[src/rtl/router_pkg.sv]
`default_nettype none
// ============================================================================
// Module   : router_pkg
// Purpose  : Shared defaults, scheduler state encoding and width helper.
// Revision : 1.0
// ============================================================================
package router_pkg;

    localparam int NPORTS_DEF = 8;
    localparam int ADDR_W_DEF = 4;

    typedef enum logic [1:0] {
        IDLE  = 2'd0,
        WAIT  = 2'd1,
        GRANT = 2'd2
    } state_e;

    function automatic int ptr_width(input int n);
        return (n > 1) ? $clog2(n) : 1;
    endfunction

endpackage
`default_nettype wire

[src/rtl/port_scheduler_if.sv]
`default_nettype none
// ============================================================================
// Module   : port_scheduler_if
// Purpose  : Request/grant bundle between the input ports and the scheduler.
// Revision : 1.0
// ============================================================================
interface port_scheduler_if
    import router_pkg::*;
#(
    parameter int NPORTS = NPORTS_DEF,
    parameter int ADDR_W = ADDR_W_DEF
) ();

    logic [NPORTS-1:0]        req;
    logic [NPORTS*ADDR_W-1:0] addr;
    logic [NPORTS-1:0]        mask;
    logic [NPORTS-1:0]        fifo_full;
    logic [NPORTS-1:0]        grant;
    logic [NPORTS-1:0]        push;
    logic                     drop;
    logic                     skip;
    logic                     busy;

    modport master (
        output req, addr, mask, fifo_full,
        input  grant, push, drop, skip, busy
    );

    modport slave (
        input  req, addr, mask, fifo_full,
        output grant, push, drop, skip, busy
    );

endinterface
`default_nettype wire

[src/rtl/port_scheduler_rr_pick.sv]
`default_nettype none
// ============================================================================
// Module   : rr_pick
// Purpose  : Rotate-priority encoder: first set bit scanning from ptr upward.
// Revision : 1.0
// ============================================================================
module rr_pick
    import router_pkg::*;
#(
    parameter int NPORTS = NPORTS_DEF,
    parameter int PW     = ptr_width(NPORTS)
) (
    input  logic [NPORTS-1:0] eligible,
    input  logic [PW-1:0]     ptr,
    output logic              found,
    output logic [PW-1:0]     index
);

    logic [NPORTS-1:0] rotated;
    logic [PW:0]       offset;
    logic [PW:0]       sum;

    always_comb begin
        // Bit k of the rotated vector is port (ptr + k) mod NPORTS.
        rotated = NPORTS'({eligible, eligible} >> ptr);
        found   = 1'b0;
        offset  = '0;
        for (int k = NPORTS - 1; k >= 0; k--) begin
            if (rotated[k]) begin
                found  = 1'b1;
                offset = (PW+1)'(k);
            end
        end
        sum   = {1'b0, ptr} + offset;
        index = (sum >= (PW+1)'(NPORTS)) ? PW'(sum - (PW+1)'(NPORTS)) : PW'(sum);
    end

endmodule
`default_nettype wire

[src/rtl/port_scheduler.sv]
`default_nettype none
// ============================================================================
// Module   : port_scheduler
// Purpose  : Round-robin switch-slot scheduler with FIFO backpressure, bounded
//            wait/skip and drop of illegal destinations.
// Revision : 1.0
// ============================================================================
module port_scheduler
    import router_pkg::*;
#(
    parameter int NPORTS   = NPORTS_DEF,
    parameter int ADDR_W   = ADDR_W_DEF,
    parameter int MAX_WAIT = 16
) (
    input  logic       clock,
    input  logic       reset,
    port_scheduler_if.slave bus
);

    localparam int PW = ptr_width(NPORTS);
    localparam int CW = (MAX_WAIT > 1) ? $clog2(MAX_WAIT) : 1;

    localparam logic [1:0]    S_IDLE    = 2'(IDLE);
    localparam logic [1:0]    S_WAIT    = 2'(WAIT);
    localparam logic [1:0]    S_GRANT   = 2'(GRANT);
    localparam logic [CW-1:0] WAIT_LAST = CW'(MAX_WAIT - 1);
    localparam logic [PW-1:0] PTR_LAST  = PW'(NPORTS - 1);

    logic [1:0]        state;
    logic [PW-1:0]     ptr;
    logic [PW-1:0]     sel;
    logic [ADDR_W-1:0] dest;
    logic              drop_flag;
    logic [CW-1:0]     wait_cnt;
    logic              skip_q;

    logic [ADDR_W-1:0] addr_arr [NPORTS];
    logic [NPORTS-1:0] eligible;
    logic [NPORTS-1:0] cand_hot;
    logic [NPORTS-1:0] dest_hot;
    logic [NPORTS-1:0] grant_vec;
    logic [NPORTS-1:0] push_vec;
    logic [ADDR_W-1:0] cand_addr;
    logic [PW-1:0]     pick;
    logic [PW-1:0]     ptr_after_sel;
    logic              found;
    logic              cand_legal;
    logic              cand_full;
    logic              dest_full;
    logic              sel_live;

    genvar i;
    generate
        for (i = 0; i < NPORTS; i++) begin : g_port
            assign addr_arr[i]  = bus.addr[i*ADDR_W +: ADDR_W];
            assign cand_hot[i]  = (cand_addr == ADDR_W'(i));
            assign dest_hot[i]  = (dest == ADDR_W'(i));
            assign grant_vec[i] = (state == S_GRANT) && (sel == PW'(i));
            assign push_vec[i]  = (state == S_GRANT) && !drop_flag && dest_hot[i];
        end
    endgenerate

    assign eligible = bus.req & ~bus.mask;

    rr_pick #(
        .NPORTS (NPORTS),
        .PW     (PW)
    ) u_rr_pick (
        .eligible (eligible),
        .ptr      (ptr),
        .found    (found),
        .index    (pick)
    );

    // A destination outside the one-hot decode range is an illegal address.
    assign cand_addr     = addr_arr[pick];
    assign cand_legal    = |cand_hot;
    assign cand_full     = |(bus.fifo_full & cand_hot);
    assign dest_full     = |(bus.fifo_full & dest_hot);
    assign sel_live      = bus.req[sel] & ~bus.mask[sel];
    assign ptr_after_sel = (sel == PTR_LAST) ? '0 : sel + PW'(1);

    always_ff @(posedge clock) begin
        if (reset) begin
            state     <= S_IDLE;
            ptr       <= '0;
            sel       <= '0;
            dest      <= '0;
            drop_flag <= 1'b0;
            wait_cnt  <= '0;
            skip_q    <= 1'b0;
        end else begin
            skip_q <= 1'b0;
            case (state)
                S_IDLE: begin
                    if (found) begin
                        sel       <= pick;
                        dest      <= cand_addr;
                        drop_flag <= !cand_legal;
                        wait_cnt  <= '0;
                        state     <= (cand_legal && cand_full) ? S_WAIT : S_GRANT;
                    end
                end
                S_WAIT: begin
                    if (!sel_live) begin
                        state <= S_IDLE;
                    end else if (!dest_full) begin
                        state <= S_GRANT;
                    end else if (wait_cnt == WAIT_LAST) begin
                        state  <= S_IDLE;
                        skip_q <= 1'b1;
                        ptr    <= ptr_after_sel;
                    end else begin
                        wait_cnt <= wait_cnt + CW'(1);
                    end
                end
                S_GRANT: begin
                    ptr   <= ptr_after_sel;
                    state <= S_IDLE;
                end
                default: state <= S_IDLE;
            endcase
        end
    end

    assign bus.grant = grant_vec;
    assign bus.push  = push_vec;
    assign bus.drop  = (state == S_GRANT) && drop_flag;
    assign bus.skip  = skip_q;
    assign bus.busy  = (state != S_IDLE);

endmodule
`default_nettype wire

[src/flat_wrapper.sv]
// flat-port wrapper written by rule: the top's interface ports become plain ports
module port_scheduler_flat import router_pkg::*;
#(
    parameter int NPORTS   = NPORTS_DEF,
    parameter int ADDR_W   = ADDR_W_DEF,
    parameter int MAX_WAIT = 16
)
  (clock, reset, bus_req, bus_addr, bus_mask, bus_fifo_full, bus_grant, bus_push, bus_drop, bus_skip, bus_busy);
  port_scheduler_if #(.NPORTS(NPORTS), .ADDR_W(ADDR_W)) bus_i ();
  input  logic clock;
  input  logic reset;
  input wire logic [$bits(bus_i.req)-1:0] bus_req;
  input wire logic [$bits(bus_i.addr)-1:0] bus_addr;
  input wire logic [$bits(bus_i.mask)-1:0] bus_mask;
  input wire logic [$bits(bus_i.fifo_full)-1:0] bus_fifo_full;
  output wire logic [$bits(bus_i.grant)-1:0] bus_grant;
  output wire logic [$bits(bus_i.push)-1:0] bus_push;
  output wire logic [$bits(bus_i.drop)-1:0] bus_drop;
  output wire logic [$bits(bus_i.skip)-1:0] bus_skip;
  output wire logic [$bits(bus_i.busy)-1:0] bus_busy;
  assign bus_i.req = bus_req;
  assign bus_i.addr = bus_addr;
  assign bus_i.mask = bus_mask;
  assign bus_i.fifo_full = bus_fifo_full;
  assign bus_grant = bus_i.grant;
  assign bus_push = bus_i.push;
  assign bus_drop = bus_i.drop;
  assign bus_skip = bus_i.skip;
  assign bus_busy = bus_i.busy;
  port_scheduler #(.NPORTS(NPORTS), .ADDR_W(ADDR_W), .MAX_WAIT(MAX_WAIT)) u_core (.clock(clock), .reset(reset), .bus(bus_i));
endmodule
[config.mk]
export PLATFORM = sky130hd
export DESIGN_NAME = port_scheduler_flat
export DESIGN_NICKNAME = d
export VERILOG_FILES = /design/src/rtl/router_pkg.sv /design/src/rtl/port_scheduler_if.sv /design/src/rtl/port_scheduler_rr_pick.sv /design/src/rtl/port_scheduler.sv /design/src/flat_wrapper.sv
export SDC_FILE = /design/constraint.sdc
export NUM_CORES = 1
export LEC_CHECK = 0
export CAP_MARGIN = 20
export CORE_MARGIN = 2
export CORE_UTILIZATION = 36
export CTS_CLUSTER_SIZE = 12
export DETAILED_ROUTE_END_ITERATION = 16
export GPL_TIMING_DRIVEN = 0
export PLACE_DENSITY = 0.66
export SLEW_MARGIN = 20
export SYNTH_ARGS = -nofsm -noshare
export SYNTH_HDL_FRONTEND = slang
export SYNTH_SLANG_ARGS = --single-unit
[constraint.sdc]
create_clock -name clock -period 9.45 [get_ports clock]
set_input_delay 1.89 -clock clock [delete_from_list [all_inputs] [get_ports clock]]
set_output_delay 1.89 -clock clock [all_outputs]
set_load 0.01 [all_outputs]
---- Word-level counts from Yosys, hierarchy flattened ----
Cells that the tools add are included.
word-level totals
  bits of input ports ..................... 58
  register bits ........................... 18
  output and inout bits ................... 19
  logic and storage cells ................. 132
cells by class
  multiplexer cells ....................... 41
  magnitude comparators ................... 3
  shifts and indexed selects .............. 1
  add/subtract/negate cells ............... 4
  eq/ne operators ......................... 30
  reduce and logical (&&, ||, !) cells .... 36
  bitwise logic cells ..................... 10
operators with widths
  kind                  count
  $mux W4               13
  $eq A4 B3 Y1 const B  8
  $and A8 B8 Y8         3
  $reduce_or A8 Y1      3
  $logic_and A1 B1 Y1   19
  $mux W3               6
  $eq A4 B2 Y1 const B  4
  $shr A16 B3 Y8        1
  $bmux W4 S3           1
  $eq A3 B3 Y1 const B  4
  $mux W1               11
  $mux W2               5
  $eq A4 B1 Y1 const B  2
  $ge A4 B4 Y1 const B  2
  $logic_not A4 Y1      2
  $ne A2 B1 Y1 const B  4
  $not A8 Y8            1
  $pmux W4 S2           1
  $bmux W1 S3           2
  $eq A3 B2 Y1 const B  2
  $pmux W3 S2           1
  $reduce_bool A2 Y1    3
  $reduce_and A5 Y1     1
  $add A3 B4 Y4         1
  20 further kinds      25

---- Logic depth before layout (Yosys ltp) ----
  depth in word-level cells ............... 25
  mapped depth ............................ 20
  gate-level depth less buffers ........... 18

---- Modules after synthesis ----
Synthesis repeated with hierarchy kept, for this count alone.
second synthesis, totals
  cell total of the unflattened synthesis .. 275
  area total of the unflattened synthesis .. 2,309.7 um2
modules (own cells, without submodules)
  module          area each (um2)  sequential area each (um2)  times used  cells each
  port_scheduler  1,576.5          360.3                       1           172
  rr_pick         733.2            0.0                         1           103

---- Least setup slack after synthesis ----
Ideal clock, no wire load.
  path type ............................... input port to flip-flop
  start ................................... input port bus_mask[3]
  end ..................................... register u_core.state[1]
  cell stages on the path ................. 15
  path buffers ............................ 1
  path slack .............................. 3,883 ps
  data arrival time ....................... 5,443 ps
  library setup time ...................... 124 ps
  required time ........................... 9,326 ps
  cells stage by stage .................... and4bb_1 -> or4_4 -> mux2_2 -> nor2_1 -> nor2_1 -> o21ai_0 -> a21boi_0 -> ha_1 -> buf_1 -> mux4_2 -> mux4_1 -> nand2_1 -> mux2i_1 -> mux2i_1 -> a21oi_1
on the way
  cells in the longest elaborated chain, start to end .. 25
  elaborated cells between the ends (all ways) .. 50
  those cells by class .................... add/sub (2); order compare (1); eq/ne (9); shift (1); mux (26); bitwise (6); reduce/logical (5)
RTL lines
  what                                                  RTL line                      text
  start, declared                                       flat_wrapper.sv:14            input wire logic [$bits(bus_i.mask)-1:0] bus_mask;
  $not A8 Y8 *                                          port_scheduler.sv:63          assign eligible = bus.req & ~bus.mask;
  $and A8 B8 Y8 *                                       port_scheduler.sv:63
  $shr A16 B3 Y8 *                                      port_scheduler_rr_pick.sv:25  rotated = NPORTS'({eligible, eligible} >> ptr);
  $mux W3                                               port_scheduler_rr_pick.sv:29  if (rotated[k]) begin
  $mux W4 (6 in series)                                 port_scheduler_rr_pick.sv:29
  $mux W4 *                                             port_scheduler_rr_pick.sv:29
  $add A3 B4 Y4 *                                       port_scheduler_rr_pick.sv:34  sum = {1'b0, ptr} + offset;
  $ge A4 B4 Y1 / $sub A3 B1 Y3 (equally long branches)  port_scheduler_rr_pick.sv:35  index = (sum >= (PW+1)'(NPORTS)) ? PW'(sum - (PW+1)'(NPORTS)) : PW'(sum);
  [1 not listed]                                        n/a
  named net u_core.pick[0]                              port_scheduler.sv:44          logic [PW-1:0] pick;
  [2 not listed]                                        n/a
  $mux W4 (not written as such) * (2 in series)         port_scheduler.sv:76          assign cand_addr = addr_arr[pick];
  $eq A4 B1 Y1 (tied with other cells)                  port_scheduler.sv:56          assign cand_hot[i] = (cand_addr == ADDR_W'(i));
  $and A8 B8 Y8                                         port_scheduler.sv:78          assign cand_full = |(bus.fifo_full & cand_hot);
  $reduce_or A8 Y1                                      port_scheduler.sv:78
  $logic_and A1 B1 Y1 *                                 port_scheduler.sv:101         state <= (cand_legal && cand_full) ? S_WAIT : S_GRANT;
  $mux W2 *                                             port_scheduler.sv:101
  $mux W2 *                                             port_scheduler.sv:96          if (found) begin
  $pmux W2 S2 *                                         port_scheduler.sv:94          case (state)
  end signal, assigned                                  port_scheduler.sv:101
  end, declared                                         port_scheduler.sv:29          logic [1:0] state;
The timed path passes the listed nets; every way through them passes the cells marked *. The select of a mux whose other input is x is not followed.
A chain may end at the register's enable or synchronous reset.

---- Worst setup path after layout ----
Ends and elaborated chain as after synthesis.

==> reports/results.txt <==
Hold buffer count at cts = 0
Top cell type by total area after synthesis = dfxtp_1
First-iteration detailed-routing DRC count = 85
Worst-margin pin slew = 0.813 ns
Clk buf depth = 2
Die W = 83.8 um
Required time of the critical path = 9.58 ns
Io pins = 77
Number of antenna violations at the first check in global routing = 0
Unrepaired setup endpoints after global routing = false
Largest net degree at the start of global routing = 11
Avg WL per Cell = 15.8 um
CP cell instances = clkdlybuf4s50_1 > and4bb_1 > or4_4 > mux2_2 > nor2_1 > nor2_1 > o21ai_0 > a21boi_0 > ha_1 > buf_1 > mux4_2 > mux4_1 > nand2_1 > mux2i_1 > mux2i_1 > a21oi_1
Category of the most critical setup path = in -> reg
Number of vias after detailed routing = 2197
Post-place setup slack = 2.85 ns
Switching part of the total power = 44.6%
CP startpoint kind = primary input
Global-route congestion overflow total = 0
Post-route antenna net violation count = 0
Slowest stage cell, crit path = mux4_2
Global placement routability congestion = 0.921
Share of final-layout standard cells stronger than drive strength 1 = 13.4%
Source-to-sink clock delay at the later pin of the worst-skew pair = 0.25 ns
Status = completed
Max capacitance violation total = 0
Cell leakage power = 1.19 nW
Total die area = 0.00703 mm2
Number of pins with negative max-slew slack in the final report = 0
CTS clock-pin slew for the worst setup and hold paths = 0.07 ns
Worst Setup End Kind = flop
Distinct cell type count after synthesis = 52
Post-Synthesis Cell Area = 0.00229 mm2
Final count of negative-setup-slack endpoints = 0
Vias in the first global route = 2172
Post-Route Skew = 0.00457 ns
Area grow syn2layout = 39.3%
Total wirelength of the detailed-routed design = 6.32 mm
DP Wirelength = 5.24 mm
Number of storage elements in the synthesis netlist = 18
Count of buffering cells on the critical path with inverters included = 2
H-tree lvl count = 1
Number of warnings issued by yosys = 0
Initial Util = 36.8%
Post-layout min period = 6.31 ns
Worst supply voltage drop on vdd = 0.232 mV
Summed negative setup slack over all endpoints = 0 ns
I/O Buffers = 75
Most frequent standard cell in the layout excluding fill and tap cells = clkdlybuf4s50_1
Worst stage delay on the critical path = 0.69 ns
Share of power burned in the clock network = 7.2%
Number of antenna repair diodes = 0
Synthesized Nets = 310
Gate power share = 78.9%
Final hold vios = 0
Final Cycle Share = 66.8%
Total clock buffers created by CTS = 3
Clock tree from TritonCTS = built
Number of instances resized during post-cts repair = 0
Average instance area after synthesis = 9.44 um2
Via-to-Cell Ratio = 5.51
First-pass GRT wire length = 10.6 mm
Max frequency = 158 MHz
Cell family with the largest share of critical-path delay = multiplexers
Share of the synthesized area in the top cell type = 15.7%
Post-CTS Setup Bufs = 0
Total GRT Usage = 18.4%
Slew headroom = 45.4%
Worst path setup slack after routing = 3.14 ns
Pwr Density = 271 mW/mm2
Path type of the worst min-delay path = reg -> reg
Switch Pwr = 0.386 mW
Number of core rows = 29
Number of nets in the finished design = 390
Chip Height = 83.8 um
Clk sink count = 18
Core Box Area = 0.00624 mm2
Number of iterations in the first detailed-routing pass = 4
Synthesized netlist cell count = 243
Arrival time of the worst setup path = 6.44 ns
Top cells by area, synth = dfxtp_1 16%, mux4_2 14%, mux4_1 10%, nor2_1 5.6%, nand2_1 4.9%
Worst-path fanout max = 9
Most frequent cells in the layout = 75 x clkdlybuf4s50_1, 34 x nor2_1, 30 x nand2_1
Internal power = 0.479 mW
Sequential group share of total power = 13.9%
# DRC = 0
Sequential fraction of the synthesis area = 15.7%
Root Buffer Master = clkbuf_8
## flip-flops by register name, indices dropped and copies added, names as in the netlist
name	cells
u_core.dest	4
u_core.wait_cnt	4
u_core.ptr	3
u_core.sel	3
u_core.state	2
u_core.bus.skip	1
u_core.drop_flag	1
## kinds of logic (layout without fill, tap and decap cells)
| logic type | after synthesis | count (layout) | share of synthesized area [%] |
|---|---|---|---|
| buf+inv | 19 | 98 | 4.03 |
| flops | 18 | 18 | 15.7 |
| mux | 38 | 38 | 32.0 |
| fa+ha+maj | 9 | 9 | 5.23 |
| simple gates | 129 | 129 | 33.4 |
| compound gates | 25 | 25 | 7.47 |
| xor+xnor | 5 | 5 | 2.24 |
## worst paths after layout
path | startpoint | to | slack, ns | cells after the start
worst min register to register | u_core.wait_cnt[1] | u_core.wait_cnt[1] | 0.47 | 2
worst max register to register | u_core.ptr[0] | u_core.state[1] | 4.59 | 17
worst min-delay path | u_core.wait_cnt[1] | u_core.wait_cnt[1] | 0.47 | 2
worst max-delay path | bus_mask[3] | u_core.state[1] | 3.14 | 16
## worst register-to-register path, delay by kind of cell (launching register included)
family	cells	cell delay, ns
and+or+nand+nor	3	0.67
buffers and inverters	4	0.91
DFF	1	0.40
AOI/OAI and AO/OA	4	0.78
muxes	4	1.30
adders and majority gates	2	0.68
## per-stage QoR
stage	instances	util (%)	hold slack, ns	power (mW)	area (um2)
3_3_place_gp	395	50.3	0.463	0.798	3140
5_1_grt	399	51.2	0.489	0.942	3200
2_1_floorplan	243	-	0.449	0.648	2290
6_report	399	51.2	0.472	0.865	3200
4_1_cts	399	51.2	0.474	0.872	3200
3_5_place_dp	395	50.3	0.464	0.809	3140
## power by group through the flow
| stage | Sequential, mW | Clock, mW | Combinational (mW) |
|---|---|---|---|
| final | 0.120 | 0.0623 | 0.682 |
| after global routing | 0.123 | 0.0664 | 0.753 |
| after CTS | 0.120 | 0.0638 | 0.688 |
| after detailed placement | 0.122 | 0 | 0.687 |
| after global placement | 0.122 | 0 | 0.676 |
| after floorplan | 0.113 | 0 | 0.535 |
## layer usage
metal | up-vias | global-route usage, % | share of wire [%]
met4 | 0 | 3.96 | 1.0
li1 | 1093 | - | -
met2 | 63 | 31.6 | 50
met5 | - | 0 | 0
met1 | 1033 | 24.0 | 45
met3 | 8 | 3.66 | 4.4
## cell usage after synthesis (all sizes together)
library cell	number
nor2	34
nand2	31
mux4	23
dfxtp	18
mux2i	13
nand2b	13
buf	8
ha	8
inv	8
a211oi	6
a21oi	6
nor3	6
nor4b	6
nor4bb	6
and4b	5
and4bb	5
nor2b	5
o21ai	5
o41ai	4
and2	3
clkbuf	3
or4	3
xor2	3
mux2	2
nand3	2
nand3b	2
nor4	2
or2	2
xnor2	2
a21boi	1
a22o	1
a31o	1
and3	1
fa	1
nand4	1
o211ai	1
or3	1
or3b	1
## cell type report
class	count	area [um2]
Clock buffer	4	55.1
Fill cell	567	3040
Buffer	11	62.6
Timing Repair Buffer	75	751
Inverter	8	30.0
Tap cell	77	96.3
Sequential cell	18	360
Multi-Input combinational cell	206	1840
Power figures use the tool's default switching activity.
